### config.mk
export PLATFORM = sky130hd
export DESIGN_NAME = card_dealer
export DESIGN_NICKNAME = d
export VERILOG_FILES = /design/src/rtl/card_dealer.sv
export SDC_FILE = /design/constraint.sdc
export NUM_CORES = 1
export LEC_CHECK = 0
export CORE_UTILIZATION = 51
export CTS_CLUSTER_SIZE = 40
export DETAILED_ROUTE_END_ITERATION = 10
export GPL_TIMING_DRIVEN = 1
export PLACE_DENSITY = 0.76
export SLEW_MARGIN = 30
export SYNTH_ARGS = -nofsm -noshare
export SYNTH_HDL_FRONTEND = slang
export SYNTH_SLANG_ARGS = --single-unit
### constraint.sdc
create_clock -name clk -period 2.52 [get_ports clk]
set_clock_uncertainty 0.2 [all_clocks]
set_input_delay 0.504 -clock clk [delete_from_list [all_inputs] [get_ports clk]]
set_output_delay 0.504 -clock clk [all_outputs]
set_load 0.05 [all_outputs]
### src/rtl/card_dealer.sv
// LFSR-driven dealer: writes five distinct, legal cards {suit, rank} to hand
// storage at addresses 0..4, one accepted candidate per cycle.
module card_dealer #(
    parameter logic [15:0] LFSR_SEED = 16'hACE1
) (
    input  logic        clk,
    input  logic        rst_n,
    input  logic        start,
    input  logic        seed_load,
    input  logic [15:0] seed_in,
    output logic        we,
    output logic [2:0]  waddr,
    output logic [5:0]  card_out,
    output logic        busy,
    output logic        done,
    output logic [7:0]  reject_cnt
);

    typedef enum logic [1:0] {IDLE, DRAW, DONE} state_t;

    state_t      state, state_nxt;
    logic [15:0] lfsr;
    logic [15:0] lfsr_step;
    logic [2:0]  count;
    logic [5:0]  dealt [5];
    logic [5:0]  cand;
    logic        rank_ok;
    logic        dup;
    logic        accept;

    assign cand      = lfsr[5:0];
    assign lfsr_step = {lfsr[14:0], lfsr[15] ^ lfsr[13] ^ lfsr[12] ^ lfsr[10]};
    assign rank_ok   = (cand[3:0] >= 4'd2) && (cand[3:0] <= 4'd14);
    assign accept    = rank_ok && !dup;

    // Only cards already dealt into this hand (index < count) can collide.
    always_comb begin
        // NOTE: every always_comb output gets a default first so no latch is inferred.
        dup = 1'b0;
        for (int i = 0; i < 5; i++) begin
            if ((3'(i) < count) && (dealt[i] == cand)) begin
                dup = 1'b1;
            end
        end
    end

    always_comb begin
        state_nxt = state;
        case (state)
            IDLE:    if (!seed_load && start) state_nxt = DRAW;
            DRAW:    if (accept && (count == 3'd4)) state_nxt = DONE;
            DONE:    state_nxt = IDLE;
            default: state_nxt = IDLE;
        endcase
    end

    always_ff @(posedge clk or negedge rst_n) begin
        if (!rst_n) begin
            state <= IDLE;
        end else begin
            // NOTE: sequential state uses non-blocking assignments only.
            state <= state_nxt;
        end
    end

    always_ff @(posedge clk or negedge rst_n) begin
        if (!rst_n) begin
            lfsr       <= LFSR_SEED;
            count      <= 3'd0;
            we         <= 1'b0;
            waddr      <= 3'd0;
            card_out   <= 6'd0;
            busy       <= 1'b0;
            done       <= 1'b0;
            reject_cnt <= 8'd0;
            // NOTE: the dealt registers are five small flops, so they are reset
            // explicitly rather than treated as an uninitialised memory.
            for (int i = 0; i < 5; i++) begin
                dealt[i] <= 6'd0;
            end
        end else begin
            we   <= 1'b0;
            done <= 1'b0;
            case (state)
                IDLE: begin
                    if (seed_load) begin
                        lfsr <= (seed_in == 16'd0) ? LFSR_SEED : seed_in;
                    end else if (start) begin
                        count      <= 3'd0;
                        reject_cnt <= 8'd0;
                        busy       <= 1'b1;
                    end
                end
                DRAW: begin
                    lfsr <= lfsr_step;
                    if (accept) begin
                        we           <= 1'b1;
                        waddr        <= count;
                        card_out     <= cand;
                        dealt[count] <= cand;
                        count        <= count + 3'd1;
                    end else if (reject_cnt != 8'hFF) begin
                        reject_cnt <= reject_cnt + 8'd1;
                    end
                end
                DONE: begin
                    done <= 1'b1;
                    busy <= 1'b0;
                end
                default: ;
            endcase
        end
    end

endmodule

==> flow_summary_export.csv <==
group,metric,value,unit
finish,drive_gt1_share,36.3,%
synth,ys_seq_area_share,50.2,%
global_route,grt_use_total,23.9,%
worst_setup_path,worst-r2r-setup-slack,-0.11,ns
run_status,status,"complete, but fails checks",
route,drtIter0Drc,144,
synth,post-synth-top-count-cell,"dfrtp_1",
clock_network,cts_sinks,71,
clock_network,cts_inserted_buffers,9,
route,avgRoutedWirePerCell,17.3,um
global_route,grt_max_degree,72,
floorplan,start_util,52.7,%
route,drtPass1Iterations,4,
worst_setup_path,cp_max_fo,6,
sta,fmax,380,MHz
synth,synth_top_cell_by_area,"dfrtp_1",
synth,synth_top_area_share,44.3,%
route,drc,0,
clock_network,htree_levels,3,
global_route,grt_antenna_before_repair,0,
clock_network,cts_buffer_depth,2,
sta,rsz0062_at_grt,"yes",
route,via_per_inst,5.72,
sta,fin_crit,2.63,ns
synth,synth_cell_types,46,
placed_design,io_buffer_count,39,
finish,final_nets,429,
pwr,power.leakage,2.17,nW
route,vias,2809,
sta,tns,-1.24,ns
job,drv_cap,0,
route,final_antenna_net_count,0,
synth,synth_seq_cells,71,
synth,ys_async_sr_fraction,100,%
worst_setup_path,cp-start-kind,"register",
synth,synth-edff-count,0,
sta,setup_ws,-0.114,ns
run_status,violations,"negative setup slack",
worst_setup_path,worst_setup_path_end_kind,"register",
synth,syn_avg_cell_area,11.2,sq um
sta,max_slew.worst_pin.slew,0.501,ns
synth,syn_area,0.00356,sq mm
clock_network,root_buffer,"clkbuf_8",
hold_path,hp-class,"register to register",
synth,synth_cells,319,
sta,relSlewSlack,66.5,%
worst_setup_path,crit_arrival,2.67,ns
floorplan,io_pins,40,
pwr,peakVddDrop,516,uV
floorplan,rows,30,
placed_design,hpwl,5360,um
clock_network,cts_tree,"built",
route,routed_wl,8510,um
finish,antenna_cells,0,
clock_network,clk_pin_slew,0.08,ns
synth,postSynthNetCount,342,
pwr,total_power,7.49,mW
synth,yosys_warnings,0,
global_route,grt_pass1_vias,2716,
placed_design,dp_cells,462,
synth,synthFlopType,"dfrtp_1",
floorplan,core,0.00676,sq mm
worst_setup_path,required,2.55,ns
global_route,grt_pass1_wl,13400,um
placed_design,routabilityCongestion,0.829,
global_route,grt_remaining_overflow,0,
synth,netlist_top_cells_area,"dfrtp_1 (44%), mux2_2 (12%), dfstp_2 (5.9%)",
clock_network,clk_latency,0.36,ns
floorplan,fp.dieW,85.5,um
sta,hold_viol,0,
sta,maxSlewViolCount,0,
finish,area_growth_syn_to_layout,37.3,%
sta,setup_viol,20,
placed_design,pre_cts_ws,-0.170,ns
sta,finalCritPeriodShare,105,%
floorplan,die_area,0.00732,sq mm
synth,synth_common_cells,"dfrtp_1 (63), mux2_2 (39), nor2_1 (25)",
finish,stdcell_count,491,
pwr,power.density,1530,mW/mm^2
floorplan,die_h,85.5,um
worst_setup_path,path_class,"register to register",
cells in the final DEF (no fill, tap or decap), types with 7 or more instances in the layout:
cell type,n
nand2_1,22
nand4_1,7
dfrtp_1,59
clkbuf_8,9
mux2_2,15
nor2_1,25
dfstp_2,8
xor2_1,11
mux2_4,24
clkdlybuf4s50_1,38
xnor2_1,17
o22ai_1,7
buf_6,7
buf_4,44
o21ai_0,11
metal layers:
layer	vias to the layer above	track usage, %	share of wire, %
li1	1313	-	-
met3	12	5.39	5.0
met5	-	0	0
met2	92	36.4	49
met4	0	9.70	1.9
met1	1392	33.3	44
layout make-up:
class | count | area [sq um]
Timing Repair Buffer | 96 | 905
Inverter | 7 | 26.3
Clock inverter | 5 | 50.0
Fill cell | 445 | 1870
Tap cell | 80 | 100
Clock buffer | 11 | 131
Sequential cell | 71 | 1790
Multi-Input combinational cell | 221 | 1880
registers in the layout, summed over array words and instances (netlist names):
register / cells
we: 1
dealt: 30
count: 3
lfsr: 16
waddr: 3
reject_cnt: 8
busy: 1
state: 2
card_out: 6
done: 1
worst paths after layout:
| kind | startpoint | end | depth (start not counted) |
|---|---|---|---|
| max | lfsr[5]$_DFFE_PN1P_ | dealt[8]$_DFFE_PN0P_ | 9 |
| min | card_out[0]$_DFFE_PN0P_ | card_out[0]$_DFFE_PN0P_ | 1 |
| max reg2reg | lfsr[5]$_DFFE_PN1P_ | dealt[8]$_DFFE_PN0P_ | 9 |
| min reg2reg | card_out[0]$_DFFE_PN0P_ | card_out[0]$_DFFE_PN0P_ | 1 |
| max in group asynchronous | rst_n | lfsr[7]$_DFFE_PN1P_ | 3 |
| min in group asynchronous | rst_n | dealt[17]$_DFFE_PN0P_ | 3 |
repair_timing:
item                       CTS  global route
setup endpoints to repair   36            36
resized for setup           23            38
hold buffers                 1             0
pin swaps                    5             7
hold endpoints to repair    62             0
setup buffers                7             7
cloned                       0             0
cell families (layout without fill, tap and decap cells):
logic type	Yosys count	in the layout	share of synthesized area [%]
multiplexers	42	42	13.2
adder cells (fa/ha/maj)	3	3	1.05
buffers and inverters	27	119	3.69
AO/OA/AOI/OAI	48	48	8.89
XOR/XNOR	33	33	8.12
flip-flops	71	71	50.2
AND/OR/NAND/NOR	95	95	14.8
through the flow:
stage               util (%)  hold slack (ns)  area, sq um
floorplan                  -          0.00841         3560
global placement        63.8            0.288         4310
detailed placement      63.8            0.296         4310
CTS                     69.2            0.313         4680
global route            72.3            0.324         4890
finish                  72.3            0.310         4890
critical path: stages (launching register included):
cell	delay, ns
dfstp_2	0.60
buf_12	0.12
xnor2_1	0.07
nand4_1	0.10
nor4_2	0.06
nor4_4	0.31
and3_4	0.27
nor4b_4	0.27
buf_6	0.20
mux2_4	0.31
report_power, final:
part	internal, mW	switching [mW]	leakage, nW
registers	1.74	0.544	0.869
clock network	0.451	0.424	0.0968
logic	2.16	2.18	1.20
total	4.35	3.14	2.17
(Power assumes the default switching activity.)
